File: src/rtl/clkdiv_prog.sv
// clkdiv_prog: runtime-programmable clock divider with glitch-free divisor updates.
//
// A half-period counter toggles clkdvd every H system clocks and emits single-cycle
// rise/fall ticks so downstream logic can stay in the clk domain. A new half-period
// length is loaded through a one-deep pending slot and becomes active only at a
// half-period boundary, so a half in progress always completes with its old length.
//
// Optional feature macro: CLKDIV_DUTY_EN
//   defined   -> port div_lo_in exists; div_in sets the high half, div_lo_in the low half.
//   undefined -> both halves use div_in (50% duty).
//
// Handshake (valid/ready): a transfer happens on a posedge where div_valid && div_ready.
// div_ready is 1 exactly when the pending slot is empty. The master must hold div_valid
// and its data stable until the transfer; div_valid while div_ready=0 is ignored.
// Once accepted, div_ready stays 0 until the pending value has been applied.
module clkdiv_prog #(
    parameter int CNT_W     = 16,
    parameter int DIV_RESET = 4
) (
    input  logic             clk,
    input  logic             rst,
    input  logic             en,
    input  logic [CNT_W-1:0] div_in,
`ifdef CLKDIV_DUTY_EN
    input  logic [CNT_W-1:0] div_lo_in,
`endif
    input  logic             div_valid,
    output logic             div_ready,
    output logic             clkdvd,
    output logic             rise_tick,
    output logic             fall_tick
);

    localparam logic [CNT_W-1:0] DIV_RST = CNT_W'(DIV_RESET);
    localparam logic [CNT_W-1:0] ONE     = CNT_W'(1);

    // Zero is not a meaningful half-length; treat it as the fastest setting.
    function automatic logic [CNT_W-1:0] clamp_div(input logic [CNT_W-1:0] d);
        return (d == '0) ? ONE : d;
    endfunction

    // Requested low-half length: its own port with the duty feature, else same as high.
    logic [CNT_W-1:0] lo_req;
`ifdef CLKDIV_DUTY_EN
    assign lo_req = div_lo_in;
`else
    assign lo_req = div_in;
`endif

    logic [CNT_W-1:0] cnt;
    logic [CNT_W-1:0] act_hi;
    logic [CNT_W-1:0] act_lo;
    logic [CNT_W-1:0] pend_hi;
    logic [CNT_W-1:0] pend_lo;
    logic             pend_v;
    logic             clk_q;
    logic             rise_q;
    logic             fall_q;

    // Length of the half currently in progress and the last-cycle-of-half flag.
    logic [CNT_W-1:0] h_cur;
    logic             at_bound;

    assign h_cur    = clk_q ? act_hi : act_lo;
    assign at_bound = (cnt == (h_cur - ONE));

    assign div_ready = ~pend_v;
    assign clkdvd    = clk_q;
    assign rise_tick = rise_q;
    assign fall_tick = fall_q;

    // Counter, divided clock, ticks, pending slot and active divisors.
    always_ff @(posedge clk or negedge rst) begin
        if (!rst) begin
            cnt     <= '0;
            clk_q   <= 1'b0;
            rise_q  <= 1'b0;
            fall_q  <= 1'b0;
            act_hi  <= DIV_RST;
            act_lo  <= DIV_RST;
            pend_hi <= DIV_RST;
            pend_lo <= DIV_RST;
            pend_v  <= 1'b0;
        end else begin
            rise_q <= 1'b0;
            fall_q <= 1'b0;

            // Accept a new divisor only into an empty slot; the apply paths below
            // need pend_v=1, so capture and apply never coincide.
            if (div_valid && !pend_v) begin
                pend_hi <= clamp_div(div_in);
                pend_lo <= clamp_div(lo_req);
                pend_v  <= 1'b1;
            end

            if (en) begin
                if (at_bound) begin
                    clk_q  <= ~clk_q;
                    cnt    <= '0;
                    rise_q <= ~clk_q;
                    fall_q <= clk_q;
                    // pend_v was set on an earlier edge, so the capture was strictly
                    // before this boundary; the next half starts with the new length.
                    if (pend_v) begin
                        act_hi <= pend_hi;
                        act_lo <= pend_lo;
                        pend_v <= 1'b0;
                    end
                end else begin
                    cnt <= cnt + ONE;
                end
            end else if (pend_v) begin
                // Frozen: nothing to protect, so apply at once and restart the half.
                act_hi <= pend_hi;
                act_lo <= pend_lo;
                pend_v <= 1'b0;
                cnt    <= '0;
            end
        end
    end

endmodule

File: config.mk
export PLATFORM = sky130hd
export DESIGN_NAME = clkdiv_prog
export DESIGN_NICKNAME = d
export VERILOG_FILES = /design/src/rtl/clkdiv_prog.sv
export SDC_FILE = /design/constraint.sdc
export NUM_CORES = 1
export LEC_CHECK = 0
export ABC_CLOCK_PERIOD_IN_PS = 3500
export CAP_MARGIN = 20
export CORE_MARGIN = 3
export CORE_UTILIZATION = 57
export CTS_CLUSTER_DIAMETER = 50
export DETAILED_ROUTE_END_ITERATION = 12
export PLACE_DENSITY = 0.79
export REMOVE_ABC_BUFFERS = 1
export SKIP_CTS_REPAIR_TIMING = 1
export SYNTH_ARGS = -nofsm -noshare
export SYNTH_HDL_FRONTEND = slang
export SYNTH_SLANG_ARGS = --single-unit
File: constraint.sdc
create_clock -name clk -period 3.5 [get_ports clk]
set_input_delay 0.525 -clock clk [delete_from_list [all_inputs] [get_ports clk]]
set_output_delay 0.525 -clock clk [all_outputs]
set_load 0.01 [all_outputs]
==> results.cfg, run 1 <==
[outcome]
run_status = completed

[pwr]
peakVddDrop_mv = 0.335
combPwrFrac_pct = 29.1
power_switching_mw = 0.593
p_leak_nw = 1.29
swShare_pct = 31.4
p_per_area_nw_per_um2 = 614
clockPowerShare_pct = 22.9
power_frac_seq_pct = 48.0
intPower_mw = 1.29

[global_routing]
grt-ovfl-total = 0
antenna_found_initial = 0
track_usage_pct = 20.4
grt_max_degree = 44
grt_pass1_wl_mm = 8.42
grt_pass1_vias = 1798

[synthesis]
synth_top_area_share_pct = 46.4
synth-edff-count = 0
ys_async_sr_fraction_pct = 100
synth_cells = 238
synth-seq-area-share_pct = 48.4
synth_area_leaders = dfrtp_1 46%, mux2_2 8.8%, xnor2_1 8.1%
syn_avg_cell_area_um2 = 11.3
synth.ff_latch_count = 52
ys_warn_count = 0
yosysTopAreaCell = dfrtp_1
yosysUniqueCellTypes = 41
synth_area_um2 = 2690
synthFlopType = dfrtp_1

[worst_setup_path]
cp-start-kind = register
worstPathMaxFanout = 16
critPathMaxStageDelay_ns = 0.45
worstPathBufferInverterCount = 1
path_class = register to register
slowest_stage = dfrtp_1
path_cells = nor4_1 > nand3_1 > or3_1 > xnor2_2 > nor4_2 > a21o_1 > buf_4 > mux2_2
cp_top_family = simple AND/OR/NAND/NOR gates
required_ns = 3.70
crit_path_end_kind = register
arrival_ns = 3.14

[clock_network]
clk_latency_ns = 0.31
cts.sinks = 52
clk_pin_slew_ns = 0.09
cts_buffers = 5
clockBufferDepth = 2
root_buffer = clkbuf_8
h-tree-depth = 2
cts_tree = done

[layout]
multi_input_area_um2 = 1320
final_cells = 317
drive_gt1_share_pct = 18.9
diodes = 0
syn_to_final_growth_pct = 14.1
regArea_um2 = 1300
fill_cells = 343
fin_nets = 286
final_cell_area_um2 = 3070

[floorplanning]
coreArea_um2 = 4440
die_y_um = 74.7
dieArea_um2 = 5590
pin_count = 24
start_util_pct = 60.6
rows = 24
die_w_um = 74.7

[placement]
dpl-instance-area_um2 = 2950
io_buffer_count = 23
place_hpwl_mm = 3.78
gp_congestion = 0.871
dpl.cell_count = 309

[sta]
period_share_pct = 83.8
tightest_slew_ns = 0.927
finalClockSkew_ns = 0.00882
max_slew_margin_pct = 38.2
drv_slew = 0
min_period_ns = 2.93
fin_tns_setup_ns = 0
whs_ns = 0.344
rsz0062_at_grt = no
fmax_ghz = 0.341
report.final.hold_viol_count = 0
finalSetupViolations = 0

[run]
drv_cap = 0

[detailed_routing]
ant_nets = 0
vias = 1810
drt-pass1-iter-count = 4
wl_mm = 5.02
first_iter_violations = 160
drc = 0
vias_per_cell = 5.71
routedWlPerCell_um = 15.8

[worst_hold_path]
hold_class = input pin to async pin
## layout by cell type, fill, tap and decap left out, drive strengths merged, types with 3 or more instances in the layout
cell type,Yosys,final
dfrtp,50,50
inv,7,7
nor3b,3,3
clkdlybuf4s50,0,22
and2,3,3
o31ai,5,5
xor2,14,14
clkbuf,3,6
nand2,15,15
nor3,6,6
nor2,22,22
o21ai,3,3
nand4,3,3
buf,3,3
mux2,30,30
xnor2,26,26
nand3,14,14
nor4,8,8
## layout make-up
type                    instances  share of cell area (%)
clock buffers                   6                    2.69
well taps                      52                    2.12
clock inverters                 2                    1.26
inverters                       7                   0.855
flip-flops and latches         52                    42.4
multi-input cells             173                    42.8
repair buffers                 25                    7.82
## logic make-up (layout without fill, tap and decap cells)
kind of cell,count (synthesis),count (layout),synth area share (%)
DFF,52,52,48.4
AOI/OAI and AO/OA,18,18,4.92
adders and majority gates,2,2,0.929
xor gates and xnor gates,40,40,13.3
buffers and inverters,13,40,2.74
and+or+nand+nor,83,83,15.9
muxes,30,30,13.8
## sequential cells by signal, summed over array words and instances (netlist names)
name       cells
cnt           16
rise_tick      1
act_hi        16
clkdvd         1
pend_lo       16
fall_tick      1
pend_v         1
## final timing paths
path,cells after the start,from,slack (ns),to
min in group clk,1,clkdvd$_DFFE_PN0P_,0.50,rise_tick$_DFF_PN0_
setup reg to reg,8,act_hi[6]$_DFFE_PN0P_,0.57,act_hi[4]$_DFFE_PN0P_
hold reg to reg,1,clkdvd$_DFFE_PN0P_,0.50,rise_tick$_DFF_PN0_
hold / removal,1,rst,0.34,cnt[1]$_DFFE_PN0P_
max in group asynchronous,2,rst,2.48,cnt[7]$_DFFE_PN0P_
setup / recovery,8,act_hi[6]$_DFFE_PN0P_,0.57,act_hi[4]$_DFFE_PN0P_
## Yosys cell counts, drive strengths merged (2+ instances only)
| master | instances |
|---|---|
| a31oi | 2 |
| and2 | 3 |
| and3 | 2 |
| and4 | 2 |
| buf | 3 |
| clkbuf | 3 |
| dfrtp | 50 |
| dfstp | 2 |
| ha | 2 |
| inv | 7 |
| mux2 | 30 |
| nand2 | 15 |
| nand3 | 14 |
| nand4 | 3 |
| nor2 | 22 |
| nor3 | 6 |
| nor3b | 3 |
| nor4 | 8 |
| nor4b | 2 |
| o21ai | 3 |
| o31ai | 5 |
| or3 | 2 |
| xnor2 | 26 |
| xor2 | 14 |
## power groups by stage
stage	Combinational, mW	Sequential, mW	Clock [mW]
floorplan	0.445	0.868	0
global placement	0.529	0.909	0
detailed placement	0.549	0.918	0
CTS	0.554	0.906	0.439
global route	0.606	0.929	0.472
finish	0.549	0.905	0.432
## layer usage
layer | wire length [um] | global-route usage [%] | vias to the layer above
met2 | 2380 | 31.7 | 32
met3 | 224 | 5.74 | 11
met1 | 2330 | 27.4 | 877
li1 | - | - | 890
met5 | 0 | 0 | -
met4 | 89 | 7.31 | 0
## worst reg2reg max path: stages, from the launching register on
cell and delay (ns):
dfrtp_1 0.45, nor4_1 0.42, nand3_1 0.17, or3_1 0.38, xnor2_2 0.15, nor4_2 0.44, a21o_1 0.17, buf_4 0.27
mux2_2 0.38
## stage by stage
stage / total power, mW / utilization, % / setup slack (ns)
finish: 1.89 / 69.1 / 0.568
detailed placement: 1.47 / 66.4 / 0.601
global placement: 1.44 / 66.4 / 0.699
floorplan: 1.31 / - / 0.636
CTS: 1.90 / 69.1 / 0.574
global route: 2.01 / 69.1 / 0.457
Power figures use the tool's default switching activity.
==> run 2, diff against run 1 <==
- ABC_CLOCK_PERIOD_IN_PS: 3500 -> 2600
- CORE_UTILIZATION: 57 -> 52
- PLACE_DENSITY: 0.79 -> 0.76
- clock period: 3.5 -> 2.6 ns (I/O delays scaled with it)
==> run 2 against run 1 <==
  * Clock skew is 0.00061 ns lower
  * Largest cell class unchanged
  * Critical endpoint is now act_hi[3]$_DFFE_PN0P_
  * Sequential cell count is the same
  * Critical path depth is the same
  * Sequential share of layout area down 1.2 points
  * Total power rose by 32%
  * Worst hold slack lost 0.21 ns
==> results.cfg, run 2 (same netlist as run 1, synthesis figures left out) <==
[floorplanning]
die_y_um = 78.0
start_util_pct = 55.6
rows = 25
die_w_um = 78.0
dieArea_um2 = 6080
pin_count = 24
coreArea_um2 = 4850

[pwr]
intPower_mw = 1.68
peakVddDrop_mv = 0.554
p_per_area_nw_per_um2 = 790
p_leak_nw = 1.32
clockPowerShare_pct = 18.1
swShare_pct = 32.5
combPwrFrac_pct = 33.9
power_switching_mw = 0.811
power_frac_seq_pct = 48.0
power_mw = 2.50

[sta]
report.final.hold_viol_count = 0
fmax_ghz = 0.405
tightest_slew_ns = 0.727
min_period_ns = 2.47
period_share_pct = 95.0
max_slew_margin_pct = 51.4
drv_slew = 0
finalClockSkew_ns = 0.00821
finalSetupViolations = 0
layout_setup_ws_ns = 0.130
fin_tns_setup_ns = 0

[layout]
reg.largest.list = act_hi: 16 flops, cnt: 16 flops, pend_lo: 16 flops
fill_cells = 400
fin_nets = 295
final_common_cell = dfrtp_1
syn_to_final_growth_pct = 17.3
drive_gt1_share_pct = 21.9
diodes = 0
final_cell_mix = 50 x dfrtp_1, 25 x xnor2_1, 22 x nor2_1, 22 x clkdlybuf4s50_1, 21 x mux2_2

[detailed_routing]
wl_mm = 4.89
vias = 1868
vias_per_cell = 5.48
drc = 0
routedWlPerCell_um = 14.4
first_iter_violations = 108
drt-pass1-iter-count = 4
ant_nets = 0

[worst_setup_path]
path_cells = nor4_4 > nand3_1 > or3_1 > xnor2_2 > nor4_2 > a21o_1 > buf_12 > mux2_2
cp-start-kind = register
slowest_stage = dfrtp_1
critPathMaxStageDelay_ns = 0.42
worstPathMaxFanout = 16
path_class = register to register
required_ns = 2.79
cp_top_family = simple AND/OR/NAND/NOR gates
arrival_ns = 2.66
crit_path_end_kind = register
worstPathBufferInverterCount = 1

[clock_network]
cts_tree = done
root_buffer = clkbuf_8
clk_latency_ns = 0.30
clockBufferDepth = 2
h-tree-depth = 2
clk_pin_slew_ns = 0.09
cts_buffers = 5
cts.sinks = 52

[global_routing]
grt_max_degree = 33
grt-ovfl-total = 0
track_usage_pct = 17.8
grt_pass1_wl_mm = 8.61
grt_pass1_vias = 1833
antenna_found_initial = 0

[placement]
io_buffer_count = 23
gp_congestion = 0.901
place_hpwl_mm = 3.73
dp_slack_ns = 0.0529

[outcome]
run_status = completed

[worst_hold_path]
hold_class = input pin to async pin

[run]
drv_cap = 0
[run 2: changes by cell type in the layout (fill, tap and decap cells not counted), sizes merged]
cell and delta:
buf +9, bufinv -1, clkinvlp +1
[run 2: worst paths after layout]
check / from / to / slack, ns / depth (start not counted)
worst max-delay path: act_hi[5]$_DFFE_PN0P_ / act_hi[3]$_DFFE_PN0P_ / 0.13 / 8
worst min-delay path: rst / cnt[5]$_DFFE_PN0P_ / 0.14 / 1
worst max register to register: act_hi[5]$_DFFE_PN0P_ / act_hi[3]$_DFFE_PN0P_ / 0.13 / 8
worst min register to register: pend_lo[0]$_DFFE_PN0P_ / pend_lo[0]$_DFFE_PN0P_ / 0.49 / 2
max in group asynchronous: rst / cnt[12]$_DFFE_PN0P_ / 1.81 / 2
min in group clk: pend_lo[0]$_DFFE_PN0P_ / pend_lo[0]$_DFFE_PN0P_ / 0.49 / 2
[run 2: power by group through the flow]
stage | clock network, mW | logic (mW) | registers [mW]
detailed placement | 0 | 0.840 | 1.20
floorplan | 0 | 0.598 | 1.17
global route | 0.504 | 0.943 | 1.23
global placement | 0 | 0.823 | 1.20
CTS | 0.464 | 0.843 | 1.19
finish | 0.452 | 0.845 | 1.20
[run 2: routing by layer]
metal	share of wire, %	vias up	track usage [%]	wire length, um
li1	-	904	-	-
met1	48	922	24.9	2350
met2	47	36	28.5	2310
met3	3.8	6	3.83	186
met4	0.98	0	4.20	48
met5	0	-	0	0
[run 2: area by class of cell]
type	instances	area (um^2)	share of cell area, %
Clock inverter	2	16.3	0.515
Timing Repair Buffer	34	320	10.1
Clock buffer	6	72.6	2.30
Tap cell	67	83.8	2.65
Sequential cell	52	1300	41.3
Multi-Input combinational cell	173	1340	42.3
Inverter	7	26.3	0.831
[run 2: metrics by stage]
| step | instance area (um^2) | util, % | hold slack, ns | cells |
|---|---|---|---|---|
| final | 3160 | 65.2 | 0.135 | 341 |
| after global routing | 3160 | 65.2 | 0.178 | 341 |
| after CTS | 3140 | 64.7 | 0.156 | 341 |
| after detailed placement | 3050 | 62.9 | 0.474 | 333 |
| after global placement | 3050 | 62.9 | 0.461 | 333 |
| after floorplan | 2650 | - | 0.0944 | 232 |
